===== config.mk =====
export PLATFORM = sky130hd
export DESIGN_NAME = ar_id_scheduler
export DESIGN_NICKNAME = d
export VERILOG_FILES = /design/src/rtl/ar_id_scheduler.sv
export SDC_FILE = /design/constraint.sdc
export NUM_CORES = 1
export LEC_CHECK = 0
export CAP_MARGIN = 20
export CORE_ASPECT_RATIO = 0.6
export CORE_MARGIN = 10
export CORE_UTILIZATION = 25
export CTS_CLUSTER_SIZE = 28
export DETAILED_ROUTE_END_ITERATION = 6
export SYNTH_ARGS = -nofsm -noshare
export SYNTH_HDL_FRONTEND = slang
export SYNTH_SLANG_ARGS = --single-unit
export TNS_END_PERCENT = 20

===== constraint.sdc =====
create_clock -name Aclk -period 3.2 [get_ports Aclk]
set_input_delay 0.64 -clock Aclk [delete_from_list [all_inputs] [get_ports Aclk]]
set_output_delay 0.64 -clock Aclk [all_outputs]
set_load 0.02 [all_outputs]

===== src/rtl/ar_id_scheduler.sv =====
// rtl/ar_id_scheduler.sv - round-robin AR scheduler with per-ID outstanding-read limits
//
// Ports:
//   Aclk, ARESETRst      clock, asynchronous active-high reset
//   req_valid/req_addr   per-requester read request and 32-bit address (slice i = requester i)
//   req_ready            one-cycle acceptance pulse on the downstream AR handshake
//   m_AR_*               downstream AR channel (ID = granted requester index)
//   R_valid/R_Ready/     monitored R channel; a last beat retires one outstanding read
//   R_last/R_ID          for the requester in the low ID_WIDTH bits of R_ID
//   busy                 any outstanding counter nonzero
//   err_underflow        sticky: completion seen for an ID with nothing outstanding
module ar_id_scheduler #(
  parameter int NUM_REQ   = 4,
  parameter int ID_WIDTH  = 2,
  parameter int ID_PAD    = 4,
  parameter int MAX_OUTST = 8
) (
  input  logic                         Aclk,
  input  logic                         ARESETRst,
  input  logic [NUM_REQ-1:0]           req_valid,
  input  logic [NUM_REQ*32-1:0]        req_addr,
  output logic [NUM_REQ-1:0]           req_ready,
  output logic                         m_AR_valid,
  input  logic                         m_AR_Ready,
  output logic [ID_WIDTH-1:0]          m_AR_ID,
  output logic [31:0]                  m_AR_addr,
  input  logic                         R_valid,
  input  logic                         R_Ready,
  input  logic                         R_last,
  input  logic [ID_WIDTH+ID_PAD-1:0]   R_ID,
  output logic                         busy,
  output logic                         err_underflow
);

  localparam int            CW    = $clog2(MAX_OUTST + 1);
  localparam logic [CW-1:0] MAX_C = CW'(MAX_OUTST);

  typedef enum logic {IDLE, SEND} state_t;

  state_t              state_q, state_d;
  logic [ID_WIDTH-1:0] grant_q, grant_d;
  logic [ID_WIDTH-1:0] last_q, last_d;
  logic [31:0]         addr_q, addr_d;
  logic [CW-1:0]       cnt_q [NUM_REQ];
  logic [CW-1:0]       cnt_d [NUM_REQ];
  logic                err_q, err_d;

  logic [31:0]         addr_arr [NUM_REQ];
  logic [NUM_REQ-1:0]  eligible;
  logic [NUM_REQ-1:0]  inc_v, dec_v;
  logic                ar_fire, r_fire;
  logic [ID_WIDTH-1:0] r_idx;
  logic [ID_WIDTH-1:0] idx;
  logic                found;

  // Upper R_ID bits carry the sequence field, which this block does not track.
  logic unused_rid;
  assign unused_rid = ^R_ID[ID_WIDTH+ID_PAD-1:ID_WIDTH];

  assign ar_fire = (state_q == SEND) && m_AR_Ready;
  assign r_fire  = R_valid && R_Ready && R_last;
  assign r_idx   = R_ID[ID_WIDTH-1:0];

  for (genvar g = 0; g < NUM_REQ; g++) begin : g_req
    assign addr_arr[g] = req_addr[g*32 +: 32];
    assign eligible[g] = req_valid[g] && (cnt_q[g] < MAX_C);
    assign inc_v[g]    = ar_fire && (grant_q == ID_WIDTH'(g));
    assign dec_v[g]    = r_fire && (r_idx == ID_WIDTH'(g));
  end

  // Arbitration and AR channel control.
  always_comb begin
    state_d = state_q;
    grant_d = grant_q;
    addr_d  = addr_q;
    last_d  = last_q;
    found   = 1'b0;
    idx     = '0;
    case (state_q)
      IDLE: begin
        // Search last+1, last+2, ... wrapping; offset NUM_REQ lands back on last.
        for (int k = 1; k <= NUM_REQ; k++) begin
          idx = last_q + ID_WIDTH'(k);
          if (!found && eligible[idx]) begin
            found   = 1'b1;
            grant_d = idx;
            addr_d  = addr_arr[idx];
          end
        end
        if (found) state_d = SEND;
      end
      SEND: begin
        if (m_AR_Ready) begin
          last_d  = grant_q;
          state_d = IDLE;
        end
      end
      default: state_d = IDLE;
    endcase
  end

  // Outstanding counters; a same-cycle issue and retire on one ID cancel out.
  always_comb begin
    err_d = err_q;
    for (int i = 0; i < NUM_REQ; i++) begin
      cnt_d[i] = cnt_q[i];
      if (inc_v[i] && !dec_v[i]) begin
        cnt_d[i] = cnt_q[i] + 1'b1;
      end else if (dec_v[i] && !inc_v[i]) begin
        if (cnt_q[i] == '0) err_d = 1'b1;
        else                cnt_d[i] = cnt_q[i] - 1'b1;
      end
    end
  end

  always_ff @(posedge Aclk or posedge ARESETRst) begin
    if (ARESETRst) begin
      state_q <= IDLE;
      grant_q <= '0;
      addr_q  <= '0;
      last_q  <= ID_WIDTH'(NUM_REQ - 1);
      err_q   <= 1'b0;
      for (int i = 0; i < NUM_REQ; i++) cnt_q[i] <= '0;
    end else begin
      state_q <= state_d;
      grant_q <= grant_d;
      addr_q  <= addr_d;
      last_q  <= last_d;
      err_q   <= err_d;
      for (int i = 0; i < NUM_REQ; i++) cnt_q[i] <= cnt_d[i];
    end
  end

  always_comb begin
    busy = 1'b0;
    for (int i = 0; i < NUM_REQ; i++) busy = busy | (cnt_q[i] != '0);
  end

  assign req_ready     = inc_v;
  assign m_AR_valid    = (state_q == SEND);
  assign m_AR_ID       = grant_q;
  assign m_AR_addr     = addr_q;
  assign err_underflow = err_q;

endmodule

==> results.sh <==
export IMPL_outcome="complete, no violations"
export IMPL_number_of_detailed_route_iterations_in_the_first_pass=5
export IMPL_post_layout_nonfiller_instances=1333
export IMPL_wire_length_of_the_first_global_routing_pass_mm=43.8
export IMPL_cts_htree_levels=2
export IMPL_p_seq_frac=0.166
export IMPL_globalRoute_totalOverflow=0
export IMPL_initial_antenna_violation_count=3
export IMPL_worst_setup_path_end_kind="output pin"
export IMPL_ys_seq_elements=54
export IMPL_regArea_um2=1360
export IMPL_cts_tree="done"
export IMPL_synth_nets=981
export IMPL_worstPathArrival_ns=2.38
export IMPL_max_clock_freq_ghz=0.331
export IMPL_fp_coreArea_um2=27600
export IMPL_min_period_ns=3.02
export IMPL_hold_path_endpoint="err_underflow$_DFF_PP0_"
export IMPL_hpwl_detailed_mm=20.5
export IMPL_synth_async_sr_flop_share=1.00
export IMPL_timing_clock_skew_ns=0.00743
export IMPL_switching_share=0.479
export IMPL_clk_pin_slew_worst_paths_ns=0.08
export IMPL_cts_inserted_buffers=5
export IMPL_finalHoldViolCount=0
export IMPL_synth_edf_count=0
export IMPL_drc_violation_count_after_routing=0
export IMPL_io_buffers=180
export IMPL_multiInputGateArea_um2=5280
export IMPL_timing_critical_path_cells="or4_2 > or4_1 > dlygate4sd2_1"
export IMPL_netlist_top_cells_area="sky130_fd_sc_hd__mux4_2 (20%), sky130_fd_sc_hd__dfrtp_1 (18%), sky130_fd_sc_hd__a21oi_1 (5.3%)"
export IMPL_fill_cells=2825
export IMPL_critPathMaxFanout=4
export IMPL_cap_violations=0
export IMPL_yosys_most_used_dff="sky130_fd_sc_hd__dfrtp_1"
export IMPL_starting_density_of_the_core=0.255
export IMPL_maxSlewViolCount=0
export IMPL_hold_depth=2
export IMPL_rows=47
export IMPL_setup_violations=0
export IMPL_critical_path_required_ns=2.56
export IMPL_cts_root_buf="sky130_fd_sc_hd__clkbuf_16"
export IMPL_routed_wl_mm=28.2
export IMPL_synth_lib_cells_used_distinct=54
export IMPL_fin_tns_setup_ns=0
export IMPL_layout_setup_ws_ns=0.182
export IMPL_worstSetupPathType="flip-flop to output pin"
export IMPL_post_cts_repair_setup_buffers=0
export IMPL_numPlacedInstances=1321
export IMPL_grt_start_max_net_pins=82
export IMPL_critical_path_buf_inv_count=1
export IMPL_rr_endpoint="m_AR_addr[1]$_DFFE_PP0P_"
export IMPL_synth_cells=817
export IMPL_commonest_non_fill_non_tap_cell_in_the_layout="sky130_fd_sc_hd__clkdlybuf4s50_1"
export IMPL_die_x_um=237
export IMPL_pint_mw=4.41
export IMPL_cts_hold_buffers_added=0
export IMPL_switching_power_mw=4.05
export IMPL_cp_start_kind="flip-flop"
export IMPL_synth_area_leader_cell="sky130_fd_sc_hd__mux4_2"
export IMPL_avgSynthCellArea_um2=8.62
export IMPL_overall_via_count_from_detail_route=7236
export IMPL_globalRouteTotalUtil=0.155
export IMPL_design_die_area_um2=35500
export IMPL_rsz0062_at_grt="false"
export IMPL_yosysTopAreaCellShare=0.205
export IMPL_area_delta_synth_final_pct=35.2
export IMPL_comb_power_share=0.760
export IMPL_min_path_type="flip-flop to flip-flop"
export IMPL_cells_resized_by_post_cts_repair=1
export IMPL_routed_wire_length_per_instance_um=21.2
export IMPL_power_per_cell_area_nw_per_um2=889
export IMPL_first_iter_violations=591
export IMPL_leakagePower_nw=3.62
export IMPL_cts_buffer_depth=2
export IMPL_netlist_area_um2=7040
export IMPL_design_final_nets=1125
export IMPL_yosys_warnings=0
export IMPL_die_height_um=150
export IMPL_route_antenna_remaining_nets=0
export IMPL_p_clk_frac=0.075
export IMPL_gp_congestion=0.807
export IMPL_crit_reg2reg_launch="last_q[1]$_DFFE_PP1P_"
export IMPL_finalCritPeriodShare=0.943
export IMPL_r2r_setup_slack_ns=0.58
export IMPL_cpPeakStageDelay_ns=0.74
export IMPL_fin_worst_hold_slack_ns=0.488
export IMPL_critical_path_top_delay_family="simple AND/OR/NAND/NOR gates"
export IMPL_critical_path_slowest_cell="sky130_fd_sc_hd__or4_2"
export IMPL_synth_seq_area_share=0.192
export IMPL_final_layout_size_suffix_gt1_frac=0.135
export IMPL_grt_pass1_vias=7212
export IMPL_detail_route_vias_per_cell=5.43
export IMPL_cts_sinks=54
export IMPL_r2r_worst_path_cells=7
export IMPL_layout_cells_most_common_list="sky130_fd_sc_hd__clkdlybuf4s50_1 (179), sky130_fd_sc_hd__nand2_1 (91), sky130_fd_sc_hd__a21oi_1 (75)"
export IMPL_clk_insertion_delay_late_ns=0.32
export IMPL_timing_slew_headroom=0.297
export IMPL_hold_path_startpoint="err_underflow$_DFF_PP0_"
export IMPL_design_portCount=185
export IMPL_worst_max_slew_pin_slew_ns=1.05
export IMPL_worst_ir_drop_vdd_mv=0.412
export IMPL_worst_case_setup_slack_after_placement_ns=0.0969
## cell families (layout without fill, tap and decap cells)
kind of cell,Yosys count,count (layout),synth area share
AOI/OAI and AO/OA,286,286,0.262
xor gates and xnor gates,16,16,0.0199
adders and majority gates,20,20,0.0398
buffers and inverters,96,241,0.0643
DFF,54,54,0.192
muxes,95,95,0.249
other,0,4,0
and+or+nand+nor,250,250,0.173
## worst reg2reg max path: cells and delay by family (launching register included)
kind	cells	cell delay, ns
AOI/OAI and AO/OA	4	0.72
buffers and inverters	2	0.68
DFF	1	0.74
and+or+nand+nor	1	0.37
## Yosys cell counts (5+ instances only)
cell                       number
sky130_fd_sc_hd__o21a_1        32
sky130_fd_sc_hd__o21ai_0       67
sky130_fd_sc_hd__and2_1        31
sky130_fd_sc_hd__ha_1          16
sky130_fd_sc_hd__a21oi_1       75
sky130_fd_sc_hd__or3_1          5
sky130_fd_sc_hd__a21o_1         5
sky130_fd_sc_hd__nand2_1       92
sky130_fd_sc_hd__mux4_2        64
sky130_fd_sc_hd__nor2b_1       34
sky130_fd_sc_hd__clkbuf_1      52
sky130_fd_sc_hd__nand3_1       11
sky130_fd_sc_hd__dfrtp_1       52
sky130_fd_sc_hd__or4_1          5
sky130_fd_sc_hd__a211o_1       32
sky130_fd_sc_hd__inv_1         15
sky130_fd_sc_hd__a311oi_1      31
sky130_fd_sc_hd__nand4_1        7
sky130_fd_sc_hd__buf_1          6
sky130_fd_sc_hd__buf_2         11
sky130_fd_sc_hd__o22ai_1       31
sky130_fd_sc_hd__xnor2_1       12
sky130_fd_sc_hd__nor2_1        50
sky130_fd_sc_hd__mux2i_1       31
## through the flow
step / util / cell area (um2) / total power, mW
2_1_floorplan: - / 7040 / 5.83
3_3_place_gp: 0.339 / 9360 / 7.71
3_5_place_dp: 0.339 / 9360 / 7.86
6_report: 0.344 / 9520 / 8.47
5_1_grt: 0.344 / 9510 / 9.17
4_1_cts: 0.344 / 9510 / 8.53
## state kept, by name, summed over array words and instances (netlist names)
signal / flops
m_AR_ID: 2
m_AR_addr: 32
cnt_q: 16
err_underflow: 1
m_AR_valid: 1
last_q: 2
## power by group through the flow
stage	sequential, mW	clock [mW]	combinational, mW
6_report	1.40	0.631	6.43
5_1_grt	1.46	0.683	7.02
4_1_cts	1.41	0.663	6.46
3_5_place_dp	1.42	0	6.44
3_3_place_gp	1.41	0	6.30
2_1_floorplan	1.53	0	4.30
## worst max path at each step
stage	cells after the start	end	start
5_1_grt	3	busy	cnt_q[12]$_DFFE_PP0P_
3_3_place_gp	7	m_AR_addr[0]$_DFFE_PP0P_	req_valid[1]
2_1_floorplan	11	cnt_q[7]$_DFFE_PP0P_	m_AR_Ready
6_report	3	busy	cnt_q[12]$_DFFE_PP0P_
4_1_cts	3	busy	cnt_q[12]$_DFFE_PP0P_
3_5_place_dp	7	m_AR_addr[22]$_DFFE_PP0P_	req_valid[1]
## routing by layer
layer / part of all wire / wire [um] / GRT usage / vias to the layer above
li1: - / - / - / 3390
met1: 0.46 / 13100 / 0.217 / 3530
met2: 0.43 / 12000 / 0.227 / 295
met3: 0.10 / 2840 / 0.0503 / 21
met4: 0.0095 / 269 / 0.0298 / 0
met5: 0 / 0 / 0 / -
## layout make-up
class / count / area share
multi-input cells: 667 / 0.555
repair buffers: 218 / 0.231
flip-flops and latches: 54 / 0.143
well taps: 367 / 0.0482
clock buffers: 5 / 0.0131
inverters: 15 / 0.00591
clock inverters: 3 / 0.00276
diodes: 4 / 0.00105
Power figures use the tool's default switching activity.
